==> config.mk <==
export PLATFORM = sky130hd
export DESIGN_NAME = rijndael_shiftrows_pipe
export DESIGN_NICKNAME = d
export VERILOG_FILES = /design/src/rtl/rijndael_pkg.sv /design/src/rtl/rijndael_shiftrows_perm.sv /design/src/rtl/rijndael_shiftrows_pipe.sv
export SDC_FILE = /design/constraint.sdc
export NUM_CORES = 1
export LEC_CHECK = 0
export BUFFER_PORTS_ARGS = -buffer_cell sky130_fd_sc_hd__buf_2
export CAP_MARGIN = 20
export CORE_MARGIN = 2
export CORE_UTILIZATION = 47
export DETAILED_ROUTE_END_ITERATION = 10
export GPL_ROUTABILITY_DRIVEN = 0
export HOLD_SLACK_MARGIN = 0.05
export PLACE_DENSITY = 0.85
export SLEW_MARGIN = 20
export SYNTH_ARGS = -nofsm -noshare
export SYNTH_HDL_FRONTEND = slang
export SYNTH_SLANG_ARGS = --single-unit
==> constraint.sdc <==
create_clock -name clk_i -period 3.3 [get_ports clk_i]
set_input_delay 0.165 -clock clk_i [delete_from_list [all_inputs] [get_ports clk_i]]
set_output_delay 0.165 -clock clk_i [all_outputs]
set_load 0.01 [all_outputs]
==> src/rtl/rijndael_pkg.sv <==
// Shared types and index helpers for the Rijndael ShiftRows datapath.
// Byte (r,c) of a column-major state sits at bits [byte_idx(r,c,nb) -: 8].
package rijndael_pkg;

    typedef enum logic [1:0] {
        SR_FWD = 2'b00,
        SR_INV = 2'b01,
        SR_BYP = 2'b10
    } sr_mode_e;

    // Row rotation amount; the 256-bit block widens the gap for rows 2 and 3.
    function automatic int shift_off(input int nb, input int r);
        if ((nb == 32'sd8) && (r >= 32'sd2)) begin
            shift_off = r + 32'sd1;
        end else begin
            shift_off = r;
        end
    endfunction

    function automatic int byte_idx(input int r, input int c, input int nb);
        byte_idx = (32'sd32 * nb) - 32'sd1 - (32'sd8 * ((32'sd4 * c) + r));
    endfunction

endpackage

==> src/rtl/rijndael_shiftrows_perm.sv <==
// Pure combinational ShiftRows / InvShiftRows / bypass permutation.
// Both directions are plain wiring; the mode only steers the output mux.
module rijndael_shiftrows_perm #(
    parameter int NB = 4
) (
    input  logic [32*NB-1:0] state_i,
    input  logic [1:0]       mode_i,
    output logic [32*NB-1:0] state_o
);
    import rijndael_pkg::*;

    logic [32*NB-1:0] fwd_s;
    logic [32*NB-1:0] inv_s;

    for (genvar r = 0; r < 4; r++) begin : g_row
        for (genvar c = 0; c < NB; c++) begin : g_col
            localparam int DST = byte_idx(r, c, NB);
            localparam int FSRC = byte_idx(r, (c + shift_off(NB, r)) % NB, NB);
            localparam int ISRC = byte_idx(r, (c - shift_off(NB, r) + NB) % NB, NB);
            assign fwd_s[DST -: 8] = state_i[FSRC -: 8];
            assign inv_s[DST -: 8] = state_i[ISRC -: 8];
        end
    end

    // Mode select; the unused encoding 11 falls through to bypass.
    always_comb begin
        state_o = state_i;
        case (mode_i)
            SR_FWD:  state_o = fwd_s;
            SR_INV:  state_o = inv_s;
            default: state_o = state_i;
        endcase
    end

endmodule

==> src/rtl/rijndael_shiftrows_pipe.sv <==
// Pipelined ShiftRows engine: permutation at the input, then STAGES
// valid/ready registers carrying state and tag, plus an occupancy counter.
module rijndael_shiftrows_pipe #(
    parameter int NB     = 4,
    parameter int STAGES = 1,
    parameter int TAG_W  = 4
) (
    input  logic                         clk_i,
    input  logic                         rst_i,
    input  logic                         in_valid_i,
    output logic                         in_ready_o,
    input  logic [32*NB-1:0]             in_state_i,
    input  logic [1:0]                   in_mode_i,
    input  logic [TAG_W-1:0]             in_tag_i,
    output logic                         out_valid_o,
    input  logic                         out_ready_i,
    output logic [32*NB-1:0]             out_state_o,
    output logic [TAG_W-1:0]             out_tag_o,
    output logic [$clog2(STAGES+1)-1:0]  count_o
);
    import rijndael_pkg::*;

    localparam int W  = 32 * NB;
    localparam int CW = $clog2(STAGES + 1);

    if (!((NB == 32'sd4) || (NB == 32'sd6) || (NB == 32'sd8))) begin : g_bad_nb
        $error("rijndael_shiftrows_pipe: NB must be 4, 6 or 8");
    end
    if ((STAGES < 32'sd1) || (STAGES > 32'sd4)) begin : g_bad_stages
        $error("rijndael_shiftrows_pipe: STAGES must be in 1..4");
    end

    logic [W-1:0]      perm_s;
    logic [STAGES:0]   ready_s;
    logic [STAGES-1:0] v_s;
    logic [STAGES-1:0] v_next_s;
    logic [W-1:0]      data_s [STAGES];
    logic [TAG_W-1:0]  tag_s  [STAGES];
    logic [CW-1:0]     count_r;
    logic [CW-1:0]     count_next_s;

    rijndael_shiftrows_perm #(.NB(NB)) u_perm (
        .state_i (in_state_i),
        .mode_i  (in_mode_i),
        .state_o (perm_s)
    );

    // Ready ripples back from the sink: a stage can take new data if it is empty or draining.
    always_comb begin
        ready_s = '0;
        ready_s[STAGES] = out_ready_i;
        for (int k = STAGES - 1; k >= 0; k--) begin
            ready_s[k] = ~v_s[k] | ready_s[k+1];
        end
    end

    for (genvar k = 0; k < STAGES; k++) begin : g_stage
        logic             v_r;
        logic [W-1:0]     data_r;
        logic [TAG_W-1:0] tag_r;
        logic             up_v_s;
        logic [W-1:0]     up_data_s;
        logic [TAG_W-1:0] up_tag_s;

        if (k == 0) begin : g_head
            assign up_v_s    = in_valid_i;
            assign up_data_s = perm_s;
            assign up_tag_s  = in_tag_i;
        end else begin : g_body
            assign up_v_s    = v_s[k-1];
            assign up_data_s = data_s[k-1];
            assign up_tag_s  = tag_s[k-1];
        end

        assign v_next_s[k] = ready_s[k] ? up_v_s : v_r;

        // Stage register: payload only moves on a real handshake so an empty stage keeps its last data.
        always_ff @(posedge clk_i) begin
            if (rst_i) begin
                v_r    <= 1'b0;
                data_r <= '0;
                tag_r  <= '0;
            end else begin
                v_r <= v_next_s[k];
                if (ready_s[k] && up_v_s) begin
                    data_r <= up_data_s;
                    tag_r  <= up_tag_s;
                end else begin
                    data_r <= data_r;
                    tag_r  <= tag_r;
                end
            end
        end

        assign v_s[k]    = v_r;
        assign data_s[k] = data_r;
        assign tag_s[k]  = tag_r;
    end

    // Occupancy is the population of next-state valids, so it lands on the same edge as them.
    always_comb begin
        count_next_s = '0;
        for (int k = 0; k < STAGES; k++) begin
            count_next_s = count_next_s + CW'(v_next_s[k]);
        end
    end

    // Occupancy counter register.
    always_ff @(posedge clk_i) begin
        if (rst_i) begin
            count_r <= '0;
        end else begin
            count_r <= count_next_s;
        end
    end

    assign in_ready_o  = ready_s[0];
    assign out_valid_o = v_s[STAGES-1];
    assign out_state_o = data_s[STAGES-1];
    assign out_tag_o   = tag_s[STAGES-1];
    assign count_o     = count_r;

endmodule

==> results.cfg, run 1 <==
[floorplanning]
num_rows = 44
fp.dieH_um = 124.8
io_pins = 273
core_area_um2 = 14370
start_util_pct = 47.74
dieArea_um2 = 15580
die_w_um = 124.8

[setup_path]
crit_required_ns = 3.13
worst_ep_arrival_time_ns = 1.93
crit_path_start_kind = flop
cp-end-kind = output port
critPathKind = flop to output port
crit_fanout = 68

[layout]
fin_util_pct = 62.43
layout_common_cells = buf_2 (269), a21oi_1 (133), dfxtp_1 (133)
drive_above_1_share_pct = 31.92
final_common_cell = buf_2
fin_nets = 1138
area_delta_synth_final_pct = 30.77

[routing]
ant_nets = 0
post-route-drc-count = 0
num_vias = 7070
first_iter_violations = 562
first_pass_iters = 4
routedWlPerCell_um = 18.66
routed_wl_um = 22350
vias_per_cell = 5.902

[clock_network]
root_buffer = clkbuf_16
cts.sinks = 133
cts_tree = done
worstSkewPairLatency_ns = 0.41
htreeDepth = 4
numCtsBuffers = 17
cts_setup_buffers = 0
cts.reportedPaths.clkPinSlew_ns = 0.06
clockBufferDepth = 2
hold_buffers = 35
postCtsResizedCells = 0

[synth]
ys_ff_latch = 133
synthCells = 756
synth_cell_types = 22
syn_nets = 894
ys_warn_count = 0
syn_area_um2 = 6860
ys_seq_area_share_pct = 38.81
avgSynthCellArea_um2 = 9.075

[timing]
rsz0062_at_grt = false
timing.slew.headroom_pct = 37.55
max_freq_mhz = 477.6
setup-tns-final_ns = 0
post-route-period-util_pct = 63.45
hold_viol_final = 0
final_max_slew_viol_count = 0
final.setup.worst_slack_ns = 1.206
fin_crit_ns = 2.094
holdWs_ns = 0.09347
tightest_slew_ns = 0.9368
setup_viol = 0
final.setup_skew_ns = 0.01289

[placed_design]
dp_hpwl_um = 14420
io_buffer_count = 272
place_ws_ns = 1.366

[power]
leakage_uw = 0.003869
vdd_ir_drop_max_uv = 316.7
pwr_density_cell_nw_per_um2 = 497.5

[global_routing]
grt_max_degree = 133
grt_usage_pct = 27.75
antenna_found_initial = 2
grt_overflow = 0
grt_pass1_vias = 6627
grt_pass1_wl_um = 35050

[status]
run_status = completed

[run]
drv_cap = 0

[hold_path]
hp-class = input pin to flop
## kinds of logic (layout without fill, tap and decap cells)
group,Yosys count,in the layout,synth area share (%)
compound gates,329,329,28.67
flops,133,133,38.81
mux,96,96,15.17
simple gates,102,102,8.827
other cells,0,2,0
buf+inv,96,352,8.517
## path summary, 6_finish.rpt
kind | endpoint | cells past startpoint | from | slack (ns)
hold / removal | out_state_o[93]$_SDFFE_PP0P_ | 3 | in_state_i[93] | 0.09
setup reg to reg | out_state_o[10]$_SDFFE_PP0P_ | 5 | count_o$_SDFFE_PP0P_ | 1.36
hold reg to reg | out_state_o[64]$_SDFFE_PP0P_ | 2 | out_state_o[64]$_SDFFE_PP0P_ | 0.47
setup / recovery | in_ready_o | 4 | count_o$_SDFFE_PP0P_ | 1.21
## area by class of cell
class	count	area, µm²
clock inverters	11	123.9
well taps	184	230.2
fillers	1235	5398
flip-flops and latches	133	2663
repair buffers	319	1859
clock buffers	20	466.7
multi-input cells	527	3613
inverters	2	10.01
diodes	2	5.005
## through the flow
| stage | power (µW) | cells | instance area [µm²] |
|---|---|---|---|
| floorplan | 2273 | 756 | 6860 |
| global placement | 2550 | 1130 | 8025 |
| detailed placement | 2568 | 1130 | 8025 |
| CTS | 4494 | 1196 | 8966 |
| global route | 4665 | 1198 | 8971 |
| finish | 4463 | 1198 | 8971 |
## metal layers
| metal | vias to the layer above | global-route usage (%) | part of all wire [%] |
|---|---|---|---|
| met1 | 3346 | 35.38 | 41 |
| li1 | 3322 | - | - |
| met5 | - | 0 | 0 |
| met2 | 342 | 43.14 | 46 |
| met4 | 0 | 14.44 | 4.7 |
| met3 | 60 | 7.388 | 8.0 |
## Yosys cell counts, drive strengths merged
cell / instances / share of area [%]
a211oi: 32 / 3.5
dfxtp: 133 / 39
clkinv: 1 / 0.073
or2b: 4 / 0.44
nand2b: 60 / 5.5
a21oi: 133 / 9.7
mux2i: 32 / 4.7
inv: 1 / 0.055
mux2: 64 / 11
buf: 51 / 6.0
o2111ai: 64 / 8.2
nor2: 1 / 0.091
nor2b: 1 / 0.20
clkbuf: 43 / 2.4
nand3: 36 / 2.6
o21ai: 100 / 7.3
## state kept, by name, indices dropped and copies added (netlist names)
register / count
out_state_o: 128
count_o: 1
out_tag_o: 4
## power by group
| group | total, µW | switching (µW) | internal, µW |
|---|---|---|---|
| Sequential | 1780 | 58.2 | 1720 |
| Combinational | 797 | 450 | 347 |
| Clock | 1890 | 715 | 1170 |
| Total | 4460 | 1220 | 3240 |
## critical path, cell delays in order, from the launching register on
cell     delay (ns)
dfxtp_1        0.31
nor2b_4        0.13
inv_4          0.50
buf_12         0.37
buf_2          0.19
(Power assumes the default switching activity.)
==> run 2: changes to the inputs <==
ABC_AREA = 1   (was default)
PLACE_DENSITY = 0.84   (was 0.85)
clock period = 2 ns   (was 3.3 ns; I/O delays follow)
==> results.cfg, run 2 <==
[status]
run_status = completed

[synth]
synth_top_area_share_pct = 36.00
synthCells = 1269
syn_nets = 1407
synth_cell_types = 17
ys_warn_count = 0
synth_common_cells = nand2_1 (516), nor2_1 (254), dfxtp_1 (133)
synth_edf_count = 0
ys_ff_latch = 133
avgSynthCellArea_um2 = 5.828
synth_ff_type = dfxtp_1
syn_area_um2 = 7396
synth_top_cell_by_area = dfxtp_1
synth_area_leaders = dfxtp_1 (36%), nand2_1 (26%), nor2_1 (13%)
synthArstFlopShare_pct = 0
synthMostInstantiatedCell = nand2_1
ys_seq_area_share_pct = 36.00

[timing]
timing.slew.headroom_pct = 40.64
holdWs_ns = 0.06551
final.setup_skew_ns = 0.008703
hold_viol_final = 0
final_max_slew_viol_count = 0
post-route-period-util_pct = 92.41
final.setup.worst_slack_ns = 0.1517
fin_crit_ns = 1.848
setup-tns-final_ns = 0
setup_viol = 0
max_freq_mhz = 541.1
rsz0062_at_grt = false
tightest_slew_ns = 0.8895

[routing]
vias_per_cell = 5.204
num_vias = 9758
routedWlPerCell_um = 15.89
first_pass_iters = 6
ant_nets = 0
first_iter_violations = 1060
routed_wl_um = 29790
post-route-drc-count = 0

[setup_path]
worst_ep_arrival_time_ns = 2.20
crit_path_start_kind = input pin
crit_fanout = 60
crit_family = buffers and inverters
slowest_delay_ns = 0.56
cpMostUsedCell = dlygate4sd3_1
rrSetupSlack_ns = 0.22
critPathCapture = out_state_o[67]$_SDFFE_PP0P_
crit_required_ns = 2.35
cp-startpoint = in_mode_i[1]
r2r_cells = 6
path_buf_inv = 5
path_cells = buf_4 > inv_2 > buf_6 > nand3_1 > nand2_1 > dlygate4sd3_1 > nor2_1 > dlygate4sd3_1 > nor2_2
cp.depth = 9
regToRegEndpoint = out_state_o[80]$_SDFFE_PP0P_
reg2reg_from = count_o$_SDFFE_PP0P_
cp-end-kind = flop
crit_slowest_cell = dlygate4sd3_1
critPathKind = input pin to flop

[global_routing]
grt_usage_pct = 35.00
antenna_found_initial = 1
grt_max_degree = 72
grt_pass1_vias = 9339
grt_overflow = 0
grt_pass1_wl_um = 46510

[power]
vdd_ir_drop_max_uv = 581.7
leakage_uw = 0.006086
pwr_density_cell_nw_per_um2 = 739.8

[layout]
final_common_cell = nand2_1
largest_register_ffs = 128
fin_area_um2 = 10980
drive_above_1_share_pct = 20.02
layout_common_cells = nand2_1 (516), buf_2 (270), nor2_1 (254)
fin_nets = 1790
fillers = 1130
finalNonFillerCells = 1875
area_delta_synth_final_pct = 48.49

[run]
drv_cap = 0

[clock_network]
cts.reportedPaths.clkPinSlew_ns = 0.05
worstSkewPairLatency_ns = 0.42
htreeDepth = 4
root_buffer = clkbuf_16
cts_tree = done
numCtsBuffers = 17
clockBufferDepth = 2
cts.sinks = 133
cts_setup_buffers = 0

[floorplanning]
io_pins = 273
fp.dieH_um = 129.4
core_area_um2 = 15310
num_rows = 45
start_util_pct = 48.29
die_w_um = 129.4
dieArea_um2 = 16750

[placed_design]
dpl_cell_area_um2 = 8743
io_buffer_count = 272
place_ws_ns = 0.3685
placed_cells = 1680
dp_hpwl_um = 15580

[hold_path]
hp-class = input pin to flop
run 2: changes by cell type after synthesis, moves of 32 or more:
cell	before	now
a211oi_1	32	0
nor2_1	0	254
o2111ai_1	64	0
a21oi_1	133	1
nand2b_1	60	0
mux2_1	60	0
inv_1	0	96
mux2i_1	32	0
nand3b_1	0	36
o21ai_0	98	0
nand3_1	36	128
nand2_1	0	516
run 2: timing repair:
item                                    4_1_cts  5_1_grt
gates resized for setup                       0        2
endpoints found under the setup margin        0        2
hold buffers                                163        0
hold endpoints to repair                    125        0
run 2: worst min path at each step:
stage                     depth (start not counted)                           end            from  slack (ns)
after floorplan                                   1          count_o$_SDFFE_PP0P_           rst_i        0.17
after global placement                            2          count_o$_SDFFE_PP0P_           rst_i        0.31
after detailed placement                          2          count_o$_SDFFE_PP0P_           rst_i        0.31
after CTS                                         5  out_state_o[49]$_SDFFE_PP0P_  in_state_i[17]        0.05
after global routing                              5  out_state_o[85]$_SDFFE_PP0P_  in_state_i[53]        0.08
final                                             5  out_state_o[73]$_SDFFE_PP0P_   in_state_i[9]        0.07
run 2: power breakdown:
| part | internal [µW] | leakage (µW) | total, µW | switching, µW |
|---|---|---|---|---|
| combinational | 830 | 0.00470 | 1940 | 1110 |
| clock | 2010 | 0.000278 | 3180 | 1170 |
| sequential | 2870 | 0.00110 | 3010 | 132 |
run 2: worst reg2reg max path: stages, from the launching register on:
cell and delay (ns):
dfxtp_1 0.34, nand2_4 0.16, buf_12 0.28, nand3_1 0.12, nor2_1 0.11, dlygate4sd3_1 0.58
nor2_1 0.07
run 2: logic make-up after synthesis:
| family | Yosys count | share of synthesized area, % |
|---|---|---|
| flip-flops | 133 | 36.00 |
| AO/OA/AOI/OAI | 1 | 0.06761 |
| buffers and inverters | 188 | 11.37 |
| AND/OR/NAND/NOR | 947 | 52.56 |
run 2: metal layers:
metal  global-route usage [%]  wire (µm)
met5                        0          0
met4                    22.39       1872
met3                    9.166       3217
met2                    58.92      13900
met1                    39.39      10800
run 2: cell type report:
type / instances / area [µm²] / area share (%)
clock buffer: 22 / 464.2 / 4.227
timing repair buffer: 451 / 3176 / 28.92
tap: 211 / 264.0 / 2.404
clock inverter: 8 / 126.4 / 1.151
inverter: 100 / 377.9 / 3.441
antenna: 1 / 2.502 / 0.02279
multi-input combinational: 949 / 3909 / 35.59
sequential: 133 / 2663 / 24.25
run 2: stage by stage:
step | total power (µW) | util, %
floorplan | 3996 | -
global route | 8486 | 71.71
detailed placement | 4581 | 57.09
CTS | 8022 | 71.60
global placement | 4551 | 57.09
finish | 8124 | 71.71
==> run 3: changes to the inputs <==
CAP_MARGIN = 10   (was 20)
RECOVER_POWER = 50   (was default)
==> results.cfg, run 3 (synthesis results as in run 2) <==
[setup_path]
crit_fanout = 20
r2r_cells = 6
worst_ep_arrival_time_ns = 2.20
regToRegEndpoint = out_state_o[80]$_SDFFE_PP0P_
reg2reg_from = count_o$_SDFFE_PP0P_
cp-end-kind = flop
rrSetupSlack_ns = 0.22
critPathKind = input pin to flop
crit_required_ns = 2.35
crit_path_start_kind = input pin

[placed_design]
io_buffer_count = 272
placed_cells = 1680
place_ws_ns = 0.3685
dp_hpwl_um = 15580

[power]
vdd_ir_drop_max_uv = 578.7
power_frac_seq_pct = 37.3
pwr_density_cell_nw_per_um2 = 746.3
comb_power_share_pct = 23.3
leakage_uw = 0.005590
switchingPower_uw = 2413
power.share.clock_pct = 39.4
swShare_pct = 29.90
internal_power_uw = 5658

[floorplanning]
num_rows = 45
fp.dieH_um = 129.4
core_area_um2 = 15310
dieArea_um2 = 16750
die_w_um = 129.4
io_pins = 273
start_util_pct = 48.29

[routing]
routed-wl-met2_um = 13840
ant_nets = 0
vias_per_cell = 5.221
wl_met1_um = 10650
routedWlPerCell_um = 15.87
post-route-drc-count = 0
routed_wl_um = 29750
first_iter_violations = 1169
route.met3.wl_um = 3284
first_pass_iters = 6
num_vias = 9790
dr.max_layer_used = met4

[clock_network]
root_buffer = clkbuf_16
cts.reportedPaths.clkPinSlew_ns = 0.05
worstSkewPairLatency_ns = 0.42
cts.sinks = 133
cts_tree = done
cts_setup_buffers = 0
clockBufferDepth = 2
htreeDepth = 4
numCtsBuffers = 17

[hold_path]
hold_depth = 5
hp-class = input pin to flop
whs_endpoint = out_state_o[73]$_SDFFE_PP0P_
min_from = in_state_i[9]

[layout]
area_delta_synth_final_pct = 46.22
final_common_cell = nand2_1
layout_common_cells = nand2_1 (516), nor2_1 (254), dlygate4sd3_1 (163)
largest_register_ffs = 128
drive_above_1_share_pct = 11.97
fillers = 1215
fin_nets = 1790
finalNonFillerCells = 1875

[timing]
final.setup_skew_ns = 0.008096
fin_crit_ns = 1.842
post-route-period-util_pct = 92.11
holdWs_ns = 0.06323
max_freq_mhz = 542.8
final_max_slew_viol_count = 0
setup_viol = 0
setup-tns-final_ns = 0
hold_viol_final = 0
timing.slew.headroom_pct = 41.85
tightest_slew_ns = 0.8713
final.setup.worst_slack_ns = 0.1579
rsz0062_at_grt = false

[global_routing]
grt_pass1_wl_um = 46510
grt_overflow = 0
antenna_found_initial = 1
grt_pass1_vias = 9339
grt_max_degree = 72
grt_usage_pct = 35.00

[run]
drv_cap = 0

[status]
run_status = completed
-- run 3: timing repair --
action,CTS,global route
hold buffers,163,0
resized for setup,0,2
setup endpoints to repair,0,2
hold endpoints to repair,125,0
-- run 3: worst max-delay path by stage --
stage                         startpoint                       endpoint  slack [ns]  cells past startpoint
floorplan           count_o$_SDFFE_PP0P_   out_state_o[50]$_SDFFE_PP0P_        0.84                      7
global placement            in_mode_i[1]  out_state_o[119]$_SDFFE_PP0P_        0.43                      7
detailed placement          in_mode_i[1]   out_state_o[81]$_SDFFE_PP0P_        0.37                      7
finish                      in_mode_i[1]   out_state_o[98]$_SDFFE_PP0P_        0.16                      8
global route                in_mode_i[1]   out_state_o[67]$_SDFFE_PP0P_        0.07                      9
CTS                         in_mode_i[1]   out_state_o[67]$_SDFFE_PP0P_        0.03                      8
-- run 3: stage by stage --
step	instance area, µm²	total power, µW	util (%)
floorplan	7396	3996	-
global placement	8743	4551	57.09
detailed placement	8743	4581	57.09
CTS	10970	8022	71.60
global route	10810	8436	70.61
finish	10810	8071	70.61
-- run 3: metal layers --
layer / up-vias / GRT usage [%]
li1: 4585 / -
met5: - / 0
met1: 4321 / 39.39
met3: 176 / 9.166
met4: 0 / 22.39
met2: 708 / 58.92
-- run 3: power groups by stage --
stage / registers, µW / logic, µW / clock network [µW]
global placement: 3040 / 1510 / 0
finish: 3010 / 1880 / 3180
floorplan: 3140 / 858 / 0
global route: 3030 / 2070 / 3340
CTS: 2990 / 1820 / 3210
detailed placement: 3040 / 1540 / 0
-- run 3: cell type report --
cell class                      count  area, µm²  area share [%]
Antenna cell                        1      2.502         0.02314
Clock buffer                       22      464.2           4.292
Clock inverter                      8      126.4           1.169
Inverter                          100      377.9           3.494
Multi-Input combinational cell    949       3909           36.14
Sequential cell                   133       2663           24.62
Tap cell                          211      264.0           2.441
Timing Repair Buffer              451       3008           27.81
-- run 3: critical path: stages --
cell and delay [ns]:
buf_4 0.18, nor2_4 0.48, nand2_1 0.13, nand2_1 0.09, dlygate4sd3_1 0.54, nor2_1 0.04
dlygate4sd3_1 0.55, nor2_1 0.08
